## src/rtl/counter_run_ctrl.sv

```systemverilog
// counter_run_ctrl: run/pause/clear sequencer for the prescaled 0-999 counter.
// Commands are single-cycle, level-sampled pulses resolved by priority
// reset > clear > pause > start; every output comes straight from a register.
module counter_run_ctrl #(
  parameter int TICK_DIV = 4,
  parameter int MAX      = 999
) (
  input  logic       clk,
  input  logic       reset,
  input  logic       start,
  input  logic       pause,
  input  logic       clear,
  input  logic       wrap_en,
  input  logic [9:0] limit,
  output logic [9:0] count,
  output logic [1:0] state,
  output logic       running,
  output logic       done
);

  localparam int PW = (TICK_DIV > 1) ? $clog2(TICK_DIV) : 1;
  localparam logic [PW-1:0] TICK_LAST = PW'(TICK_DIV - 1);
  localparam logic [9:0] MAX_V = 10'(MAX);

  typedef enum logic [1:0] {
    IDLE    = 2'd0,
    RUN     = 2'd1,
    PAUSED  = 2'd2,
    DONE_ST = 2'd3
  } state_t;

  state_t        state_q, state_n;
  logic [9:0]    count_q, count_n;
  logic [9:0]    lim_q, lim_n;
  logic [PW-1:0] pre_q, pre_n;
  logic          done_q, done_n;
  logic          tick;
  logic          go;
  logic [9:0]    lim_clamped;

  // A pause in the same cycle outranks start, so start only acts alone.
  assign go          = start & ~pause;
  assign tick        = (pre_q == TICK_LAST);
  assign lim_clamped = (limit > MAX_V) ? MAX_V : limit;

  // State, counter, prescaler, latched limit and done pulse registers.
  always_ff @(posedge clk) begin
    if (reset) begin
      state_q <= IDLE;
      count_q <= '0;
      pre_q   <= '0;
      lim_q   <= '0;
      done_q  <= 1'b0;
    end else begin
      state_q <= state_n;
      count_q <= count_n;
      pre_q   <= pre_n;
      lim_q   <= lim_n;
      done_q  <= done_n;
    end
  end

  // Next-state logic: clear aborts from anywhere, otherwise per-state commands and ticks.
  always_comb begin
    state_n = state_q;
    count_n = count_q;
    pre_n   = pre_q;
    lim_n   = lim_q;
    done_n  = 1'b0;
    if (clear) begin
      state_n = IDLE;
      count_n = '0;
      pre_n   = '0;
    end else begin
      case (state_q)
        IDLE: begin
          if (go) begin
            lim_n   = lim_clamped;
            pre_n   = '0;
            state_n = RUN;
          end
        end
        RUN: begin
          if (pause) begin
            state_n = PAUSED;
          end else if (tick) begin
            pre_n = '0;
            if (count_q != lim_q) begin
              count_n = count_q + 10'd1;
            end else if (wrap_en) begin
              count_n = '0;
              done_n  = 1'b1;
            end else begin
              state_n = DONE_ST;
              done_n  = 1'b1;
            end
          end else begin
            pre_n = pre_q + PW'(1);
          end
        end
        PAUSED: begin
          if (go) begin
            state_n = RUN;
          end
        end
        DONE_ST: begin
          if (go) begin
            count_n = '0;
            pre_n   = '0;
            lim_n   = lim_clamped;
            state_n = RUN;
          end
        end
        default: begin
          state_n = IDLE;
        end
      endcase
    end
  end

  assign count   = count_q;
  assign state   = state_q;
  assign running = (state_q == RUN);
  assign done    = done_q;

endmodule

```

## config.mk

```make
export PLATFORM = sky130hd
export DESIGN_NAME = counter_run_ctrl
export DESIGN_NICKNAME = d
export VERILOG_FILES = /design/src/rtl/counter_run_ctrl.sv
export SDC_FILE = /design/constraint.sdc
export NUM_CORES = 1
export LEC_CHECK = 0
export ABC_CLOCK_PERIOD_IN_PS = 2310
export BUFFER_PORTS_ARGS = -buffer_cell sky130_fd_sc_hd__buf_2
export CAP_MARGIN = 5
export CORE_MARGIN = 3
export CORE_UTILIZATION = 53
export CTS_CLUSTER_DIAMETER = 200
export DETAILED_ROUTE_END_ITERATION = 16
export PLACE_DENSITY = 0.76
export SLEW_MARGIN = 10
export SYNTH_ARGS = -nofsm -noshare
export SYNTH_HDL_FRONTEND = slang
export SYNTH_SLANG_ARGS = --single-unit
```

## constraint.sdc

```tcl
create_clock -name clk -period 2.31 [get_ports clk]
set_input_delay 0.1155 -clock clk [delete_from_list [all_inputs] [get_ports clk]]
set_output_delay 0.1155 -clock clk [all_outputs]
set_load 0.01 [all_outputs]
```

After elaboration in Yosys (flattened, before gate mapping)
Index checks and enable logic that the tools add are counted.
Widths: inputs -> output; s select.
{ "totals": {"reg_bits": 25, "inputBits": 16, "out_inout_bits": 14, "word_cells": 56} }
{ "op_classes": {"add_sub_neg": 2, "n_lt_le_gt_ge": 1, "n_eq_ne": 14, "mux": 18, "n_bitwise": 5, "reduce_logical": 11} }
{ "ops": {"columns": ["cell", "count"], "rows": [
  ["$mux 10", 6],
  ["$pmux 10 s2", 1],
  ["$mux 2", 8],
  ["$add 10x1->10 const B", 1],
  ["$gt 10x10->1 const B", 1],
  ["$ne 10x10->1", 1],
  ["$pmux 2 s2", 2],
  ["$eq 2x2->1 const B", 3],
  ["$ne 2x1->1 const B", 3],
  ["$ne 3x2->1 const B", 2],
  ["$ne 3x3->1 const B", 2],
  ["$reduce_and 3->1", 2],
  ["$reduce_and 5->1", 1],
  ["$reduce_or 5->1", 1],
  ["$ne 2x2->1 const B", 2],
  ["$not 1->1", 4],
  ["$reduce_and 4->1", 1],
  ["$reduce_bool 2->1", 2],
  ["$reduce_or 2->1", 2],
  ["$reduce_or 3->1", 1],
  ["$add 2x1->2 const B", 1],
  ["$eq 2x1->1 const B", 1],
  ["$logic_not 2->1", 1],
  ["$and 1x1->1", 1],
  ["$mux 1", 1]
]} }

Logic depth before layout (Yosys ltp)
Gate-level depths: netlist of run 1.
{ "logic_depth": {"word_depth": 5, "depth_mapped": 8, "ltp_nobuf": 6} }

Least setup slack after synthesis of run 1
No wires, ideal clock.
{ "synth_timing": {"kind": "register -> register", "from": "register state_q[1], in the netlist state[1]", "to": "register count_q[6], in the netlist count[6]", "setup_ns": 0.117, "arrival_time_ns": 1.946, "setup_slack_ns": 0.247, "path_stages_with_launch": 9, "cell_sequence": "dfxtp_1 -> inv_1 -> ha_1 -> buf_2 -> mux2i_1 -> or3_1 -> buf_2 -> a211o_1 -> a32o_1"} }
{ "synth_via": {"elab_chain_cells": 3} }
{ "synth_lines": {"columns": ["item", "line", "rtl"], "rows": [
  ["start: declaration", "32", "state_t state_q, state_n;"],
  ["start signal: assignment", "55", "state_q <= state_n;"],
  ["$eq 2x1->1 *", null, null],
  ["net running", "17", "output logic running,"],
  ["$ne 3x2->1 (no line), or another cell as far along", null, null],
  ["$reduce_and 5->1 (no line)", null, null],
  ["end signal: assignment", "56", "count_q <= count_n;"],
  ["end: declaration", "33", "logic [9:0] count_q, count_n;"]
]} }
Mark *: on every way through the listed nets, which the timed path passes. The rest lies on a longest branch.
A chain may end at the register's enable or synchronous reset.

Final worst setup path of run 1
{ "layout_timing": {"from": "register state_q[0], in the netlist state[0]", "to": "register count_q[7], in the netlist count[7]"} }
{ "layout_via": {"elab_chain_cells": 3} }
{ "layout_lines": {"columns": ["item", "line", "rtl"], "rows": [
  ["$eq 2x1->1 or $eq 2x2->1 (tied branches)", "75", "case (state_q)"],
  ["$ne 3x2->1 (no line), or another cell as far along", null, null],
  ["$reduce_and 5->1 (no line)", null, null]
]} }
Several ways; a longest one is shown, not always the timed one.

==> results.py, run 1 <==
metrics = {
    "run_status": {
        "outcome": "finished, final reports clean",
    },
    "floorplan": {
        "coreArea_mm2": 0.002361,
        "start_util": 0.5930,
        "chipWidth_um": 57.40,
        "fp.dieH_um": 57.40,
        "rows": 17,
        "io_pins": 30,
        "design.die.area_mm2": 0.003294,
    },
    "job": {
        "maxCapViolCount": 0,
    },
    "detailed_routing": {
        "drtIter0Drc": 65,
        "route.met2.wl_mm": 1.528,
        "wl_per_cell_um": 14.52,
        "ant_nets": 0,
        "wl_met1_mm": 1.435,
        "drcViolationCount": 0,
        "wl_met3_um": 193,
        "drt_wl_total_mm": 3.195,
        "vias_per_cell": 6.027,
        "route.top_layer_used": "met4",
        "drtPass1Iterations": 4,
        "dr_total_vias": 1326,
    },
    "sta": {
        "relSlewSlack": 0.6966,
        "period_needed_ns": 2.137,
        "worst_pin_slew_ns": 0.4537,
        "setup_viol": 0,
        "hold-worst-slack_ns": 0.03034,
        "fmax_mhz": 468.0,
        "hold_violations": 0,
        "setup_slack_ns": 0.1732,
        "rsz0062_at_grt": "false",
        "fin_crit_sh": 0.9250,
        "clock_skew_ns": 0.001893,
        "tns_ns": 0,
        "maxSlewViolCount": 0,
    },
    "yosys": {
        "synthesis.area_mm2": 0.001400,
        "yosysUniqueCellTypes": 41,
        "synthDominantCellAreaShare": 0.3575,
        "synth_edf_count": 0,
        "synth_seq_area_share": 0.3575,
        "syn_inst": 167,
        "synthFlopType": "dfxtp_1",
        "synth_most_common_cell": "dfxtp_1",
        "yosys-top-cells-count": "dfxtp_1, nor2_1, nand2_1",
        "ys_warn_count": 0,
        "synth_top_area_cell": "dfxtp_1",
        "syn_area_per_cell_um2": 8.384,
        "synth_area_leaders": "dfxtp_1, xor2_1, nor2_1",
        "async_reset_ff_frac": 0,
        "ys_ff_latch": 25,
        "syn-num-nets": 187,
    },
    "place": {
        "pre_cts_ws_ns": 0.2383,
        "place_congestion": 0.8023,
        "hpwl_mm": 2.370,
        "port_buffers": 29,
    },
    "setup_path": {
        "cp-endpoint": "count[7]",
        "crit_path_start_kind": "flip-flop",
        "r2r_slack_ns": 0.17,
        "crit_chain": "ha_1, mux2i_1, or3_1, a211o_1, a32o_1",
        "critical_path_required_ns": 2.53,
        "r2r_start": "state[0]",
        "arrival_ns": 2.36,
        "crit_slowest_cell": "or3_1",
        "crit_start": "state[0]",
        "cpPeakStageDelay_ns": 0.52,
        "critPathMaxFanout": 13,
        "reg2regPathDepth": 5,
        "r2r_end": "count[7]",
        "crit_path_end_kind": "flip-flop",
        "critical_path_class": "flip-flop to flip-flop",
    },
    "cts": {
        "htree_levels": 1,
        "cts_resized": 0,
        "cts_setup_buffers": 0,
        "clk_latency_ns": 0.31,
        "hold_buffers": 0,
        "numCtsBuffers": 3,
        "cts_buffer_depth": 2,
        "cts_tree": "done",
        "path_clk_slew_ns": 0.13,
        "clock_sinks": 25,
        "clockRootBuffer": "clkbuf_4",
    },
    "global_route": {
        "grt.overflow.total": 0,
        "grt_pass1_vias": 1214,
        "grt_use_total": 0.2054,
        "antenna_found_initial": 0,
        "grt_pass1_wl_mm": 5.499,
        "grt_start_max_net_pins": 15,
    },
    "cells_and_area": {
        "layout-area-overhead-vs-synth_pct": 12.78,
        "fillers": 197,
        "nets": 213,
        "final_util": 0.6688,
        "drive_above_1_share": 0.2188,
        "n_antenna_cell": 0,
    },
    "pwr": {
        "pwr_density_cell_mw_per_mm2": 468.5,
        "leakagePower_uw": 0.0006571,
        "power_uw": 739.8,
        "peakVddDrop_uv": 463.6,
    },
    "hold_path": {
        "hold_path.class": "primary input to flip-flop",
        "min_from": "limit[6]",
    },
}
state kept, by name, summed over array words and instances, names as in the netlist:
name and cells:
lim_q 10, state 2, count 10, pre_q 2, done 1
worst max-delay path, delay by kind of cell (launching register included):
kind	cells	cell delay, ns
AO/OA/AOI/OAI	2	0.60
AND/OR/NAND/NOR	1	0.52
flip-flops	1	0.41
adder cells (fa/ha/maj)	1	0.37
multiplexers	1	0.14
how the worst min path moves through the flow:
stage	to	slack, ns	cells past startpoint
global route	lim_q[6]	0.01	3
global placement	lim_q[3]	0.37	3
finish	lim_q[6]	0.03	3
detailed placement	lim_q[6]	0.37	3
floorplan	lim_q[5]	0.25	2
CTS	lim_q[6]	0.02	3
per-layer routing:
layer | global-route usage | up-vias
met4 | 0.05629 | 0
met3 | 0.04751 | 4
li1 | - | 665
met2 | 0.3339 | 50
met1 | 0.2712 | 607
met5 | 0 | -
cell usage in the layout, fill, tap and decap left out, drive strengths merged, types with 2 or more instances in the layout:
cell type  instances
o211ai             9
a31oi              3
nor2              20
dfxtp             25
a32o               3
buf               31
xor2              10
mux2i              4
nand3              5
nor3               9
nor2b              3
or2                3
a211o              3
ha                 4
a22oi              2
clkbuf             4
a21oi              7
or3                5
nand4              4
inv                2
nand2             15
nor4               3
o21ai              3
cells by family after synthesis:
| family | Yosys count | synth area share |
|---|---|---|
| buffers and inverters | 12 | 0.03575 |
| AOI/OAI and AO/OA | 35 | 0.1841 |
| muxes | 4 | 0.02860 |
| and+or+nand+nor | 77 | 0.2958 |
| xor gates and xnor gates | 10 | 0.06255 |
| DFF | 25 | 0.3575 |
| adders and majority gates | 4 | 0.03575 |
per-stage QoR:
stage | std cells | instance area [um^2]
floorplan | 167 | 1400
global placement | 216 | 1553
detailed placement | 216 | 1553
CTS | 220 | 1579
global route | 220 | 1579
finish | 220 | 1579
layout make-up:
class                      instances  area (um^2)  area share
multi-input combinational        130        849.6      0.5380
timing repair buffer              31        160.2      0.1014
sequential                        25        500.5      0.3170
clock buffer                       4        26.28     0.01664
tap                               28        35.03     0.02219
inverter                           2        7.507    0.004754
power by group:
part | switching, uW | internal [uW] | leakage, uW
Clock | 127 | 67.5 | 0.0000150
Combinational | 62.1 | 38.4 | 0.000440
Sequential | 5.88 | 439 | 0.000202
Total | 195 | 545 | 0.000657
(Power assumes the default switching activity.)
==> inputs of run 2 (changes only) <==
ABC_CLOCK_PERIOD_IN_PS = 2100   (was 2310)
HOLD_SLACK_MARGIN = 0.08   (was unset)
clock period = 2.1 ns   (was 2.31 ns; I/O delays follow)
==> run 2 against run 1 <==
Against the previous run: sequential power grew 9.9%; first-iteration DRC count is 12% lower; combinational power rose by 30%; final area up 10%; wire length grew 14%; via count is 8.7% higher; clock power increased by 15%; critical endpoint is now count[9]; sequential cell count is the same; clock skew grew 0.012 ns; setup slack lost 0.0050 ns; non-clock buffer count grew 17.
==> results.py, run 2 (synthesis results as in run 1) <==
metrics = {
    "cts": {
        "clock_sinks": 25,
        "htree_levels": 1,
        "cts_setup_buffers": 0,
        "clockRootBuffer": "clkbuf_4",
        "clk_latency_ns": 0.33,
        "numCtsBuffers": 3,
        "cts_buffer_depth": 2,
        "cts_tree": "done",
        "path_clk_slew_ns": 0.15,
    },
    "cells_and_area": {
        "final_cell_mix": "buf_2, dfxtp_1, nor2_1",
        "n_antenna_cell": 0,
        "drive_above_1_share": 0.2297,
        "final_util": 0.7366,
        "fillers": 198,
        "final_common_cell": "buf_2",
        "nets": 230,
        "layout-area-overhead-vs-synth_pct": 24.22,
    },
    "sta": {
        "fin_crit_sh": 0.9199,
        "hold_violations": 0,
        "relSlewSlack": 0.6791,
        "maxSlewViolCount": 0,
        "period_needed_ns": 1.932,
        "setup_viol": 0,
        "tns_ns": 0,
        "hold-worst-slack_ns": 0.09187,
        "setup_slack_ns": 0.1682,
        "clock_skew_ns": 0.01416,
        "fmax_mhz": 517.6,
        "worst_pin_slew_ns": 0.4798,
        "rsz0062_at_grt": "false",
    },
    "setup_path": {
        "crit_path_end_kind": "flip-flop",
        "critical_path_required_ns": 2.36,
        "critical_path_class": "flip-flop to flip-flop",
        "critPathMaxFanout": 9,
        "arrival_ns": 2.19,
        "crit_slowest_cell": "or3_1",
        "crit_path_start_kind": "flip-flop",
        "cpPeakStageDelay_ns": 0.45,
        "crit_chain": "ha_2, mux2i_1, or3_1, or3_4, o211ai_1",
    },
    "pwr": {
        "power_uw": 844.3,
        "leakagePower_uw": 0.0007301,
        "pwr_density_cell_mw_per_mm2": 485.4,
        "peakVddDrop_uv": 469.7,
    },
    "detailed_routing": {
        "drt_wl_total_mm": 3.632,
        "ant_nets": 0,
        "drcViolationCount": 0,
        "drtIter0Drc": 57,
        "wl_per_cell_um": 15.32,
        "drtPass1Iterations": 4,
        "dr_total_vias": 1442,
        "vias_per_cell": 6.084,
    },
    "place": {
        "pre_cts_ws_ns": 0.1652,
        "place_congestion": 0.8021,
        "port_buffers": 29,
        "hpwl_mm": 2.544,
    },
    "run_status": {
        "outcome": "finished, final reports clean",
    },
    "job": {
        "maxCapViolCount": 0,
    },
    "floorplan": {
        "coreArea_mm2": 0.002361,
        "fp.dieH_um": 57.40,
        "design.die.area_mm2": 0.003294,
        "chipWidth_um": 57.40,
        "io_pins": 30,
        "rows": 17,
        "start_util": 0.5930,
    },
    "global_route": {
        "grt.overflow.total": 0,
        "grt_use_total": 0.2240,
        "grt_start_max_net_pins": 15,
        "grt_pass1_vias": 1384,
        "antenna_found_initial": 0,
        "grt_pass1_wl_mm": 5.982,
    },
    "hold_path": {
        "hold_path.class": "primary input to flip-flop",
    },
}
-- run 2: layer usage --
| metal | wire length, um | share of wire | up-vias | track usage |
|---|---|---|---|---|
| met1 | 1512 | 0.42 | 680 | 0.2634 |
| met3 | 252 | 0.069 | 2 | 0.04299 |
| met4 | 17 | 0.0047 | 0 | 0.04636 |
| met2 | 1849 | 0.51 | 60 | 0.4161 |
| li1 | - | - | 700 | - |
| met5 | 0 | 0 | - | 0 |
-- run 2: critical path: cells and delay by family, from the launching register on --
family                     cells  cell delay (ns)
AOI/OAI and AO/OA              1             0.20
and+or+nand+nor                2             0.86
muxes                          1             0.11
adders and majority gates      1             0.27
DFF                            1             0.42
-- run 2: cell type report --
type,count,area [um^2],share of cell area
well taps,28,35.03,0.02014
flip-flops and latches,25,500.5,0.2878
clock buffers,4,26.28,0.01511
repair buffers,48,317.8,0.1827
multi-input cells,130,852.1,0.4899
inverters,2,7.507,0.004317
-- run 2: worst paths after layout --
path	start	to	slack, ns	cells after the start
max	state[0]	count[9]	0.17	5
max reg2reg	state[0]	count[9]	0.17	5
min reg2reg	lim_q[6]	lim_q[6]	0.48	2
min	reset	lim_q[9]	0.09	2
-- run 2: power by group --
part	leakage [uW]	internal [uW]	switching (uW)
clock	0.0000150	74.4	149
sequential	0.000202	483	6.14
combinational	0.000513	57.6	73.7
total	0.000730	615	229
-- run 2: repair_timing --
item,in CTS,in global routing
hold buffers,12,0
endpoints found under the hold margin,12,0
endpoints found under the setup margin,0,2
resized for setup,0,1
-- run 2: per-stage QoR --
stage	cells	cell area, um^2
after global routing	237	1739
after floorplan	167	1400
final	237	1739
after CTS	237	1737
after global placement	221	1590
after detailed placement	221	1590
==> inputs of run 3 (changes only) <==
ABC_CLOCK_PERIOD_IN_PS = 2430   (was 2100)
CORE_UTILIZATION = 57   (was 53)
PLACE_DENSITY = 0.81   (was 0.76)
clock period = 2.43 ns   (was 2.1 ns; I/O delays follow)
==> run 3 against run 2 <==
Against the previous run: worst hold slack lost 0.0032 ns; final area shrank 5.6%; via count shrank 8.3%; register-to-register slack gained 0.17 ns; global-route usage shrank 0.82 points; core utilization shrank 1.5 points; fmax shrank 7.8%; sequential share of layout area grew 1.7 points; count of clock-buffer cells in the layout is the same.
==> results.py, run 3 (synthesis results as in run 1) <==
metrics = {
    "global_route": {
        "grt.overflow.total": 0,
        "grt_pass1_vias": 1253,
        "grt_start_max_net_pins": 15,
        "antenna_found_initial": 0,
        "grt_use_total": 0.2158,
        "grt_pass1_wl_mm": 5.547,
    },
    "sta": {
        "maxSlewViolCount": 0,
        "tns_ns": 0,
        "fin_crit_sh": 0.8622,
        "setup_viol": 0,
        "clock_skew_ns": 0.003628,
        "period_needed_ns": 2.095,
        "relSlewSlack": 0.3947,
        "hold_violations": 0,
        "rsz0062_at_grt": "false",
        "fmax_mhz": 477.3,
        "worst_pin_slew_ns": 0.9046,
    },
    "setup_path": {
        "arrival_ns": 2.33,
        "critical_path_required_ns": 2.66,
        "crit_path_start_kind": "flip-flop",
        "r2r_start": "state[0]",
        "crit_family": "simple AND/OR/NAND/NOR gates",
        "r2r_slack_ns": 0.33,
        "critPathMaxFanout": 13,
        "crit_buf_inv": 0,
        "reg2regPathDepth": 5,
        "critical_path_class": "flip-flop to flip-flop",
        "crit_chain": "ha_1, mux2i_1, or3_1, or3_4, o31ai_2",
        "r2r_end": "count[0]",
        "cpPeakStageDelay_ns": 0.50,
        "crit_slowest_cell": "or3_1",
        "crit_path_end_kind": "flip-flop",
    },
    "cells_and_area": {
        "multi_input_area_um2": 849.6,
        "final_common_cell": "buf_2",
        "final_util": 0.7213,
        "fillers": 172,
        "final_cell_mix": "buf_2, dfxtp_1, nor2_1",
        "layout-area-overhead-vs-synth_pct": 17.25,
        "drive_above_1_share": 0.2071,
        "seq_area_um2": 500.5,
        "stdcell_count": 226,
        "nets": 219,
        "n_antenna_cell": 0,
    },
    "detailed_routing": {
        "wl_per_cell_um": 13.83,
        "drcViolationCount": 0,
        "drtPass1Iterations": 4,
        "dr_total_vias": 1322,
        "ant_nets": 0,
        "drt_wl_total_mm": 3.126,
        "drtIter0Drc": 43,
        "vias_per_cell": 5.850,
    },
    "floorplan": {
        "start_util": 0.6152,
        "fp.dieH_um": 55.56,
        "rows": 17,
        "chipWidth_um": 55.56,
        "coreArea_mm2": 0.002276,
        "design.die.area_mm2": 0.003087,
        "io_pins": 30,
    },
    "cts": {
        "cts_resized": 0,
        "path_clk_slew_ns": 0.13,
        "cts_tree": "done",
        "cts_buffer_depth": 2,
        "clk_latency_ns": 0.31,
        "clockRootBuffer": "clkbuf_4",
        "numCtsBuffers": 3,
        "clock_sinks": 25,
        "htree_levels": 1,
    },
    "place": {
        "placed_cells": 215,
        "place_congestion": 0.8436,
        "hpwl_mm": 2.263,
        "port_buffers": 29,
    },
    "hold_path": {
        "min_to": "lim_q[1]",
        "hold_path.class": "primary input to flip-flop",
        "min_from": "limit[1]",
        "hold_path_depth": 3,
    },
    "pwr": {
        "leakagePower_uw": 0.0006812,
        "power.internal_uw": 524.1,
        "combPwrFrac": 0.146,
        "clockPowerShare": 0.258,
        "pwr_density_cell_mw_per_mm2": 431.4,
        "p_seq_frac": 0.597,
        "switchingPower_uw": 184.1,
        "netSwitchingFraction": 0.2600,
        "peakVddDrop_uv": 374.1,
    },
    "run_status": {
        "outcome": "finished, final reports clean",
    },
    "job": {
        "maxCapViolCount": 0,
    },
}
## run 3: layer usage
| metal | track usage | part of all wire |
|---|---|---|
| met5 | 0 | 0 |
| met4 | 0.06597 | 0.0080 |
| met3 | 0.02804 | 0.051 |
| met2 | 0.3598 | 0.48 |
| met1 | 0.2880 | 0.46 |
## run 3: final cells by class
| type | instances | area share |
|---|---|---|
| inverter | 2 | 0.004573 |
| sequential | 25 | 0.3049 |
| tap | 28 | 0.02134 |
| timing repair buffer | 37 | 0.1357 |
| clock buffer | 4 | 0.01601 |
| multi-input combinational | 130 | 0.5175 |
## run 3: power groups by stage
stage          clock [uW]  sequential (uW)  combinational, uW
2_1_floorplan           0              431               66.3
3_3_place_gp            0              431               89.3
3_5_place_dp            0              432               92.3
4_1_cts               188              423                101
5_1_grt               201              424                114
6_report              183              423                103
## run 3: worst max path at each step
| stage | depth (start not counted) | to | from |
|---|---|---|---|
| 3_3_place_gp | 6 | count[7] | state[1] |
| 4_1_cts | 5 | count[0] | state[0] |
| 3_5_place_dp | 5 | count[0] | state[0] |
| 5_1_grt | 6 | count[9] | state[1] |
| 6_report | 5 | count[0] | state[0] |
| 2_1_floorplan | 8 | count[6] | state[1] |
## run 3: worst min-delay path, delay by kind of cell
kind	cells	cell delay [ns]
AND/OR/NAND/NOR	2	0.14
buffers and inverters	1	0.09
## run 3: per-stage QoR
stage	hold slack, ns	power, uW	worst slack, ns	area [um^2]
final	0.08870	708.2	0.3348	1642
after global routing	0.09299	739.7	0.1477	1642
after CTS	0.08062	711.5	0.3495	1642
after detailed placement	0.3794	524.1	0.3838	1545
after global placement	0.3732	520.8	0.4387	1545
after floorplan	0.2575	497.3	0.3666	1400
## run 3: repair_timing
action                                 4_1_cts  5_1_grt
endpoints found under the hold margin        7        0
hold buffers                                 7        0
buffers inserted                             0        0
